==> src/rtl/eth_pause_scheduler_if.sv <==
// Bundle of the MAC-facing flow-control signals for eth_pause_scheduler.
// The master side drives FIFO flags and controls; the slave side (the scheduler) returns pause requests.
interface eth_pause_scheduler_if;
    logic [1:0]  enable;
    logic        count_clear;
    logic        red_rx_a_full;
    logic        red_rx_a_empty;
    logic        black_rx_a_full;
    logic        black_rx_a_empty;
    logic        red_xoff_gen;
    logic        red_xon_gen;
    logic        black_xoff_gen;
    logic        black_xon_gen;
    logic [1:0]  paused;
    logic [15:0] red_xoff_count;
    logic [15:0] black_xoff_count;

    modport master (
        output enable, count_clear,
        output red_rx_a_full, red_rx_a_empty, black_rx_a_full, black_rx_a_empty,
        input  red_xoff_gen, red_xon_gen, black_xoff_gen, black_xon_gen,
        input  paused, red_xoff_count, black_xoff_count
    );

    modport slave (
        input  enable, count_clear,
        input  red_rx_a_full, red_rx_a_empty, black_rx_a_full, black_rx_a_empty,
        output red_xoff_gen, red_xon_gen, black_xoff_gen, black_xon_gen,
        output paused, red_xoff_count, black_xoff_count
    );
endinterface

==> src/rtl/eth_pause_scheduler.sv <==
// Pause-frame scheduler for the red and black TSE MACs: debounced XOFF, periodic
// XOFF refresh while congested, XON on drain, and saturating per-channel XOFF counts.
module eth_pause_channel #(
    parameter int DEBOUNCE       = 8,
    parameter int PULSE_LEN      = 4,
    parameter int REFRESH_W      = 24,
    parameter int REFRESH_CYCLES = 1000000
) (
    input  logic        clk,
    input  logic        reset,
    input  logic        enable,
    input  logic        count_clear,
    input  logic        rx_a_full,
    input  logic        rx_a_empty,
    output logic        xoff_gen,
    output logic        xon_gen,
    output logic        paused,
    output logic [15:0] xoff_count
);
    localparam int DW = $clog2(DEBOUNCE + 1);
    localparam int PW = (PULSE_LEN > 1) ? $clog2(PULSE_LEN) : 1;

    localparam logic [DW-1:0]        DB_MAX       = DW'(DEBOUNCE);
    localparam logic [DW-1:0]        DB_HIT       = DW'(DEBOUNCE - 1);
    localparam logic [PW-1:0]        PULSE_LAST   = PW'(PULSE_LEN - 1);
    localparam logic [REFRESH_W-1:0] REFRESH_LAST = REFRESH_W'(REFRESH_CYCLES - 1);

    typedef enum logic [1:0] {
        FLOW       = 2'd0,
        XOFF_PULSE = 2'd1,
        PAUSED     = 2'd2,
        XON_PULSE  = 2'd3
    } state_t;

    state_t               state_q, state_d;
    logic [DW-1:0]        full_cnt_q, full_cnt_d;
    logic [DW-1:0]        empty_cnt_q, empty_cnt_d;
    logic [PW-1:0]        pulse_cnt_q, pulse_cnt_d;
    logic [REFRESH_W-1:0] timer_q, timer_d;
    logic [15:0]          xoff_count_d;

    logic full_hit;
    logic empty_hit;
    logic pulse_done;
    logic refresh_hit;
    logic state_change;
    logic xoff_entry;

    // A hit means the current sample is the DEBOUNCE-th consecutive one.
    assign full_hit    = rx_a_full && (full_cnt_q >= DB_HIT);
    assign empty_hit   = rx_a_empty && !rx_a_full && (empty_cnt_q >= DB_HIT);
    assign pulse_done  = (pulse_cnt_q == PULSE_LAST);
    assign refresh_hit = (timer_q == REFRESH_LAST);

    // NOTE: every always_comb output gets a default first so no path leaves it unassigned (no latch).
    always_comb begin
        state_d = state_q;
        unique case (state_q)
            FLOW:       if (enable && full_hit) state_d = XOFF_PULSE;
            XOFF_PULSE: if (pulse_done) state_d = PAUSED;
            PAUSED: begin
                if (!enable || empty_hit) state_d = XON_PULSE;
                else if (refresh_hit)     state_d = XOFF_PULSE;
            end
            XON_PULSE:  if (pulse_done) state_d = FLOW;
            default:    state_d = FLOW;
        endcase
    end

    assign state_change = (state_d != state_q);
    assign xoff_entry   = (state_d == XOFF_PULSE) && (state_q != XOFF_PULSE);

    // Every per-state counter restarts from zero whenever the state moves.
    always_comb begin
        full_cnt_d  = '0;
        empty_cnt_d = '0;
        pulse_cnt_d = '0;
        timer_d     = '0;
        if (!state_change) begin
            if (rx_a_full)
                full_cnt_d = (full_cnt_q == DB_MAX) ? full_cnt_q : full_cnt_q + DW'(1);
            if (rx_a_empty && !rx_a_full)
                empty_cnt_d = (empty_cnt_q == DB_MAX) ? empty_cnt_q : empty_cnt_q + DW'(1);
            if (state_q == XOFF_PULSE || state_q == XON_PULSE)
                pulse_cnt_d = pulse_cnt_q + PW'(1);
            if (state_q == PAUSED)
                timer_d = timer_q + REFRESH_W'(1);
        end
    end

    // A clear that coincides with a new XOFF keeps that XOFF in the count.
    assign xoff_count_d = count_clear                             ? {15'd0, xoff_entry}
                        : (xoff_entry && xoff_count != 16'hFFFF) ? xoff_count + 16'd1
                        :                                          xoff_count;

    // NOTE: state registers use non-blocking assignment so every flop samples pre-edge values.
    always_ff @(posedge clk) begin
        if (reset) begin
            state_q     <= FLOW;
            full_cnt_q  <= '0;
            empty_cnt_q <= '0;
            pulse_cnt_q <= '0;
            timer_q     <= '0;
            xoff_gen    <= 1'b0;
            xon_gen     <= 1'b0;
            paused      <= 1'b0;
            xoff_count  <= '0;
        end else begin
            state_q     <= state_d;
            full_cnt_q  <= full_cnt_d;
            empty_cnt_q <= empty_cnt_d;
            pulse_cnt_q <= pulse_cnt_d;
            timer_q     <= timer_d;
            xoff_gen    <= (state_d == XOFF_PULSE);
            xon_gen     <= (state_d == XON_PULSE);
            paused      <= (state_d == XOFF_PULSE) || (state_d == PAUSED);
            xoff_count  <= xoff_count_d;
        end
    end
endmodule

module eth_pause_scheduler #(
    parameter int DEBOUNCE       = 8,
    parameter int PULSE_LEN      = 4,
    parameter int REFRESH_W      = 24,
    parameter int REFRESH_CYCLES = 1000000
) (
    input logic                 clk,
    input logic                 reset,
    eth_pause_scheduler_if.slave bus
);
    logic red_paused;
    logic black_paused;

    eth_pause_channel #(
        .DEBOUNCE       (DEBOUNCE),
        .PULSE_LEN      (PULSE_LEN),
        .REFRESH_W      (REFRESH_W),
        .REFRESH_CYCLES (REFRESH_CYCLES)
    ) u_red (
        .clk         (clk),
        .reset       (reset),
        .enable      (bus.enable[0]),
        .count_clear (bus.count_clear),
        .rx_a_full   (bus.red_rx_a_full),
        .rx_a_empty  (bus.red_rx_a_empty),
        .xoff_gen    (bus.red_xoff_gen),
        .xon_gen     (bus.red_xon_gen),
        .paused      (red_paused),
        .xoff_count  (bus.red_xoff_count)
    );

    eth_pause_channel #(
        .DEBOUNCE       (DEBOUNCE),
        .PULSE_LEN      (PULSE_LEN),
        .REFRESH_W      (REFRESH_W),
        .REFRESH_CYCLES (REFRESH_CYCLES)
    ) u_black (
        .clk         (clk),
        .reset       (reset),
        .enable      (bus.enable[1]),
        .count_clear (bus.count_clear),
        .rx_a_full   (bus.black_rx_a_full),
        .rx_a_empty  (bus.black_rx_a_empty),
        .xoff_gen    (bus.black_xoff_gen),
        .xon_gen     (bus.black_xon_gen),
        .paused      (black_paused),
        .xoff_count  (bus.black_xoff_count)
    );

    assign bus.paused = {black_paused, red_paused};
endmodule

==> src/flat_wrapper.sv <==
// flat-port wrapper written by rule: the top's interface ports become plain ports
module eth_pause_scheduler_flat 
#(
    parameter int DEBOUNCE       = 8,
    parameter int PULSE_LEN      = 4,
    parameter int REFRESH_W      = 24,
    parameter int REFRESH_CYCLES = 1000000
)
  (clk, reset, bus_enable, bus_count_clear, bus_red_rx_a_full, bus_red_rx_a_empty, bus_black_rx_a_full, bus_black_rx_a_empty, bus_red_xoff_gen, bus_red_xon_gen, bus_black_xoff_gen, bus_black_xon_gen, bus_paused, bus_red_xoff_count, bus_black_xoff_count);
  eth_pause_scheduler_if bus_i ();
  input logic clk;
  input logic reset;
  input wire logic [$bits(bus_i.enable)-1:0] bus_enable;
  input wire logic [$bits(bus_i.count_clear)-1:0] bus_count_clear;
  input wire logic [$bits(bus_i.red_rx_a_full)-1:0] bus_red_rx_a_full;
  input wire logic [$bits(bus_i.red_rx_a_empty)-1:0] bus_red_rx_a_empty;
  input wire logic [$bits(bus_i.black_rx_a_full)-1:0] bus_black_rx_a_full;
  input wire logic [$bits(bus_i.black_rx_a_empty)-1:0] bus_black_rx_a_empty;
  output wire logic [$bits(bus_i.red_xoff_gen)-1:0] bus_red_xoff_gen;
  output wire logic [$bits(bus_i.red_xon_gen)-1:0] bus_red_xon_gen;
  output wire logic [$bits(bus_i.black_xoff_gen)-1:0] bus_black_xoff_gen;
  output wire logic [$bits(bus_i.black_xon_gen)-1:0] bus_black_xon_gen;
  output wire logic [$bits(bus_i.paused)-1:0] bus_paused;
  output wire logic [$bits(bus_i.red_xoff_count)-1:0] bus_red_xoff_count;
  output wire logic [$bits(bus_i.black_xoff_count)-1:0] bus_black_xoff_count;
  assign bus_i.enable = bus_enable;
  assign bus_i.count_clear = bus_count_clear;
  assign bus_i.red_rx_a_full = bus_red_rx_a_full;
  assign bus_i.red_rx_a_empty = bus_red_rx_a_empty;
  assign bus_i.black_rx_a_full = bus_black_rx_a_full;
  assign bus_i.black_rx_a_empty = bus_black_rx_a_empty;
  assign bus_red_xoff_gen = bus_i.red_xoff_gen;
  assign bus_red_xon_gen = bus_i.red_xon_gen;
  assign bus_black_xoff_gen = bus_i.black_xoff_gen;
  assign bus_black_xon_gen = bus_i.black_xon_gen;
  assign bus_paused = bus_i.paused;
  assign bus_red_xoff_count = bus_i.red_xoff_count;
  assign bus_black_xoff_count = bus_i.black_xoff_count;
  eth_pause_scheduler #(.DEBOUNCE(DEBOUNCE), .PULSE_LEN(PULSE_LEN), .REFRESH_W(REFRESH_W), .REFRESH_CYCLES(REFRESH_CYCLES)) u_core (.clk(clk), .reset(reset), .bus(bus_i));
endmodule
==> config.mk <==
export PLATFORM = sky130hd
export DESIGN_NAME = eth_pause_scheduler_flat
export DESIGN_NICKNAME = d
export VERILOG_FILES = /design/src/rtl/eth_pause_scheduler_if.sv /design/src/rtl/eth_pause_scheduler.sv /design/src/flat_wrapper.sv
export SDC_FILE = /design/constraint.sdc
export NUM_CORES = 1
export LEC_CHECK = 0
export CORE_ASPECT_RATIO = 1.1
export CORE_MARGIN = 2
export CORE_UTILIZATION = 57
export DETAILED_ROUTE_END_ITERATION = 10
export GPL_TIMING_DRIVEN = 0
export PLACE_DENSITY = 0.79
export SYNTH_ARGS = -nofsm -noshare
export SYNTH_HDL_FRONTEND = slang
export SYNTH_SLANG_ARGS = --single-unit
==> constraint.sdc <==
create_clock -name clk -period 2.7 [get_ports clk]
set_input_delay 0.54 -clock clk [delete_from_list [all_inputs] [get_ports clk]]
set_output_delay 0.54 -clock clk [all_outputs]
set_load 0.1 [all_outputs]
Word level (Yosys, flattened, before mapping) --
Cells that the tools add are included.
Storage, ports and cells: register bits after elaboration 110, logic and storage cells 119, input bits 9, output and inout bits 38
Cells by class: reductions and logical operators 35, multiplexer cells 16, bitwise logic cells 8, eq/ne operators 26, magnitude comparators 4, add/subtract/negate cells 10
Operators by type and width (number):
- $add 24x1->24 const B | 2
- $eq 24x20->1 const B | 2
- $add 16x1->16 const B | 2
- $ne 16x16->1 const B | 2
- $reduce_or 3->1 | 8
- $eq 2x2->1 const B | 10
- $mux 2 | 10
- $add 4x1->4 const B | 4
- $eq 4x4->1 const B | 4
- $ge 4x3->1 const B | 4
- $pmux 2 s4 | 2
- $logic_and 1x1->1 | 12
- $eq 2x1->1 const B | 4
- $not 1->1 | 8
- $logic_or 1x1->1 | 6
- $add 2x1->2 const B | 2
- $logic_not 1->1 | 4
- $logic_not 2->1 | 2
- $mux 1 | 4
- $ne 2x1->1 const B | 2
- $ne 2x2->1 | 2
- $reduce_bool 2->1 | 2
- $reduce_or 2->1 | 1

Depth between registers and ports, before layout --
depth after elaboration 11, depth in mapped cells 9, mapped depth without buffers 7

Hierarchy --
Synthesis repeated with hierarchy kept, for this count alone.
Second synthesis, totals: cell total of the unflattened synthesis 634, area, all modules 5430.2 µm²
Modules (own cells, without submodules):
- eth_pause_channel | instances 2, area an instance 2707.6 µm², seq. area each 1101.1 µm², cells each 316
- eth_pause_scheduler | instances 1, area an instance 15.0 µm², seq. area each 0.0 µm², cells each 2

Worst setup path after synthesis --
OpenSTA, ideal clock, no wires.
kind flip-flop to flip-flop, start point register u_core.u_black.xoff_count[0], end point register u_core.u_black.xoff_count[10], slack -0.047 ns, required time 2.585 ns, setup time 0.115 ns, stages on the path, launching flop included 10, buffers on the path 2, arrival time 2.632 ns, clock period less this slack 2.747 ns, cell sequence dfxtp_1 -> ha_1 -> nand3_1 -> nor2_1 -> nand4_1 -> o21ai_2 -> buf_2 -> buf_2 -> nor4_1 -> o21a_1
On the way: word-level cells in the longest chain between the ends 2, elaborated cells between the ends (all ways) 3, classes of those cells add/sub (1); eq/ne (1); reduce/logical (1)
RTL lines:
- start: declaration | line eth_pause_scheduler.sv:18 | output logic [15:0] xoff_count
- start signal: assignment | line eth_pause_scheduler.sv:117 | xoff_count <= xoff_count_d;
- parallel branches: the longest is 2 deep, another holds $add 16x1->16
Parallel ways; which one is timed is not known. A chain may end at the register's enable or synchronous reset.

Final worst setup path --
start point input bus_black_rx_a_full, end point register u_core.u_black.xoff_count[13]
On the way: word-level cells in the longest chain between the ends 9, elaborated cells between the ends (all ways) 12, classes of those cells eq/ne (1); mux (3); reduce/logical (8)
RTL lines:
- start: declaration | line flat_wrapper.sv:17 | input wire logic [$bits(bus_i.black_rx_a_full)-1:0] bus_black_rx_a_full;
- $logic_not 1->1 | line eth_pause_scheduler.sv:51 | assign empty_hit = rx_a_empty && !rx_a_full && (empty_cnt_q >= DB_HIT);
- $logic_and 1x1->1 (2 in a row) | line eth_pause_scheduler.sv:51
- $logic_or 1x1->1 | line eth_pause_scheduler.sv:62 | if (!enable || empty_hit) state_d = XON_PULSE;
- $mux 2 | line eth_pause_scheduler.sv:62
- $pmux 2 s4 * | line eth_pause_scheduler.sv:58 | unique case (state_q)
- $eq 2x1->1 * | line eth_pause_scheduler.sv:71 | assign xoff_entry = (state_d == XOFF_PULSE) && (state_q != XOFF_PULSE);
- $logic_and 1x1->1 * | line eth_pause_scheduler.sv:71
- $logic_and 1x1->1 * | line eth_pause_scheduler.sv:93 | : (xoff_entry && xoff_count != 16'hFFFF) ? xoff_count + 16'd1
Every way passes the cells marked *; elsewhere a longest branch is shown, timed or not.

==> impl_metrics.py <==
metrics = {
    "floorplan": {
        "die-width_um": 94.8,
        "core_area_um2": 8830,
        "fp-row-count": 36,
        "io_pins": 47,
        "initial_utilization_pct": 58.6,
        "die-height_um": 104,
        "die-area_um2": 9850,
    },
    "outcome": {
        "outcome": "finished clean",
    },
    "clocking": {
        "cts_tree": "done",
        "htree_levels": 3,
        "ctsRootBufferMaster": "clkbuf_8",
        "clk_latency_ps": 370,
        "clockBufferDepth": 2,
        "cts_resized": 0,
        "cts_num_sinks": 110,
        "numCtsBuffers": 9,
        "cts.clk_slew.worst_paths_ps": 100,
    },
    "drt": {
        "avgViaCountPerCell": 5.58,
        "drtIter0Drc": 124,
        "drtPass1Iterations": 4,
        "vias": 4356,
        "wire_per_inst_um": 13.3,
        "antenna_left": 0,
        "drt-total-wl_mm": 10.4,
        "drc": 0,
    },
    "placement": {
        "dp_hpwl_mm": 7.62,
        "numPortBuffers": 46,
        "pre_cts_slack_ps": -222,
        "gp_congestion": 0.892,
    },
    "timing": {
        "hold_violations": 0,
        "drv_slew": 0,
        "min_period_ps": 2570,
        "setup_viol": 0,
        "setup_slack_ps": 131,
        "fin_crit_sh_pct": 95.2,
        "maxSlewHeadroom_pct": 34.2,
        "finalClockSkew_ps": 5.95,
        "fmax_mhz": 389,
        "max_slew.worst_pin.slew_ps": 983,
    },
    "logic_synthesis": {
        "synth_warnings": 0,
        "postSynthCellCount": 602,
        "yosysSeqAreaShare_pct": 42.6,
        "synth.net_count": 625,
        "syn_area_um2": 5170,
        "synth.distinct_cells": 55,
        "syn_avg_cell_area_um2": 8.59,
        "synth_flop_cell": "dfxtp_1",
        "synth-edff-count": 0,
        "synth_seq_cells": 110,
        "async_reset_ff_share_pct": 0,
    },
    "power": {
        "leakage_nw": 1.97,
        "clock_power_share_pct": 39.3,
        "power.density_nw_per_um2": 462,
        "switchingPower_w": 0.000570,
        "switching_share_pct": 20.5,
        "vdd_drop_max_uv": 298,
        "pwr-share-seq_pct": 58.5,
        "cellInternalPower_w": 0.00222,
        "p_comb_share_pct": 2.2,
    },
    "grt": {
        "grt_max_degree": 17,
        "antenna_found_initial": 0,
        "grt_use_total_pct": 22.1,
        "grt_pass1_wl_mm": 17.8,
        "overflow": 0,
        "grt_pass1_vias": 4104,
    },
    "finish": {
        "n_antenna_cell": 0,
        "nets": 686,
        "drive_above_1_share_pct": 7.95,
        "syn_to_final_growth_pct": 16.7,
        "utilization_pct": 68.4,
    },
    "run": {
        "drv_cap": 0,
    },
    "hold_path": {
        "whs_path_depth": 1,
        "hp-class": "flop to flop",
    },
    "setup_path": {
        "worstPathArrival_ps": 2820,
        "critPathRequiredTime_ps": 2950,
        "worstPathMaxFanout": 10,
        "end_kind": "flop",
        "ff2ff_path_depth": 9,
        "startpoint_type": "input port",
        "critPathKind": "input port to flop",
    },
}
synth_stat cells, types with 3 or more instances:
library cell	number	area (µm²)
xnor2_1	35	307
nand3_1	34	170
or3_1	11	68.8
o211ai_1	9	67.6
nand2b_1	7	43.8
o21ai_0	9	45.0
mux2_2	4	45.0
clkbuf_1	11	41.3
nor3_1	17	85.1
ha_1	14	175
and4_1	8	70.1
nor2b_1	5	31.3
nor4_1	6	37.5
nor4b_2	3	45.0
o21ai_1	7	35.0
nor2_1	95	357
nand2_1	52	195
nor3_2	6	60.1
dfxtp_1	110	2200
a21oi_1	25	125
mux2i_1	4	40.0
buf_2	4	20.0
or4_1	7	52.6
and2_1	3	18.8
inv_1	22	82.6
nand4_1	13	81.3
xor2_1	30	263
and3_1	13	81.3
metrics by stage:
step           hold slack (ps)  cell area [µm²]  setup TNS (ps)  power [W]  instances
6_report                   442             6030               0    0.00279        781
5_1_grt                    474             6030           -21.9    0.00288        781
4_1_cts                    444             6000               0    0.00281        777
3_5_place_dp               427             5780           -1320    0.00173        762
3_3_place_gp               416             5780            -615    0.00172        762
2_1_floorplan              408             5180               0    0.00170        602
final cells by class:
type	instances	area, µm²
fillers	736	2790
multi-input cells	449	2780
flip-flops and latches	110	2210
repair buffers	50	490
clock buffers	11	151
well taps	114	143
plain buffers	21	106
inverters	22	82.6
clock inverters	4	70.1
flip-flops by register name, indices dropped and copies added (netlist names):
| name | count |
|---|---|
| u_core.u_black.timer_q | 24 |
| u_core.u_red.timer_q | 24 |
| u_core.u_black.xoff_count | 16 |
| u_core.u_red.xoff_count | 16 |
| u_core.u_black.empty_cnt_q | 4 |
| u_core.u_black.full_cnt_q | 4 |
| u_core.u_red.empty_cnt_q | 4 |
| u_core.u_red.full_cnt_q | 4 |
| u_core.u_black.pulse_cnt_q | 2 |
| u_core.u_black.state_q | 2 |
| u_core.u_red.pulse_cnt_q | 2 |
| u_core.u_red.state_q | 2 |
| u_core.u_black.paused | 1 |
| u_core.u_black.xoff_gen | 1 |
| u_core.u_black.xon_gen | 1 |
| u_core.u_red.paused | 1 |
| u_core.u_red.xoff_gen | 1 |
| u_core.u_red.xon_gen | 1 |
placed cells by master (no fill, tap or decap), types with 3 or more instances in the layout:
cell type        instances
dfxtp_1                104
nor2_1                  95
nand2_1                 52
clkdlybuf4s50_1         46
xnor2_1                 35
nand3_1                 34
xor2_1                  30
a21oi_1                 25
inv_1                   22
nor3_1                  17
ha_1                    14
nand4_1                 13
and3_1                  13
clkbuf_1                11
or3_1                   11
clkbuf_8                11
o21ai_0                  9
o211ai_1                 9
and4_1                   8
nand2b_1                 7
or4_1                    7
o21ai_1                  7
nor4_1                   6
nor3_2                   6
buf_4                    6
dfxtp_2                  6
nor2b_1                  5
buf_2                    4
mux2i_1                  4
mux2_2                   4
nor4b_2                  3
and2_1                   3
timing repair:
item                                    4_1_cts  5_1_grt
hold buffers                                  0        0
endpoints found under the setup margin        0        1
buffers inserted                              0        4
worst paths after layout:
kind,from,to,slack [ps]
worst max register to register,u_core.u_black.timer_q[0],u_core.u_black.xoff_count[13],170
worst min register to register,u_core.u_black.pulse_cnt_q[0],u_core.u_black.pulse_cnt_q[0],440
worst min-delay path,u_core.u_black.pulse_cnt_q[0],u_core.u_black.pulse_cnt_q[0],440
worst max-delay path,bus_black_rx_a_full,u_core.u_black.xoff_count[13],130
routing by layer:
metal / share of wire, % / global-route usage, % / up-vias
met5: 0 / 0 / -
met4: 1.7 / 6.94 / 0
met3: 4.5 / 5.07 / 17
met2: 49 / 38.0 / 101
met1: 45 / 27.0 / 2038
li1: - / - / 2200
power groups by stage:
stage | Sequential (W) | Clock, W | Combinational (W)
global placement | 0.00167 | 0 | 0.0000578
detailed placement | 0.00167 | 0 | 0.0000608
floorplan | 0.00167 | 0 | 0.0000343
CTS | 0.00163 | 0.00112 | 0.0000609
finish | 0.00163 | 0.00110 | 0.0000602
global route | 0.00163 | 0.00118 | 0.0000668
logic make-up after synthesis:
kind of cell	share of synthesized area, %
XOR/XNOR	11.0
flip-flops	42.6
buffers and inverters	3.65
adder cells (fa/ha/maj)	3.39
multiplexers	1.64
AO/OA/AOI/OAI	8.22
AND/OR/NAND/NOR	29.5
worst max-delay path, stage by stage:
cell and delay, ps:
clkdlybuf4s50_1 490, nand2_1 80, nor4_2 750, o21ai_2 150, buf_2 220, buf_2 210, o31ai_1 280, a21oi_1 100
Note: power is estimated with default switching activity, not from simulation.
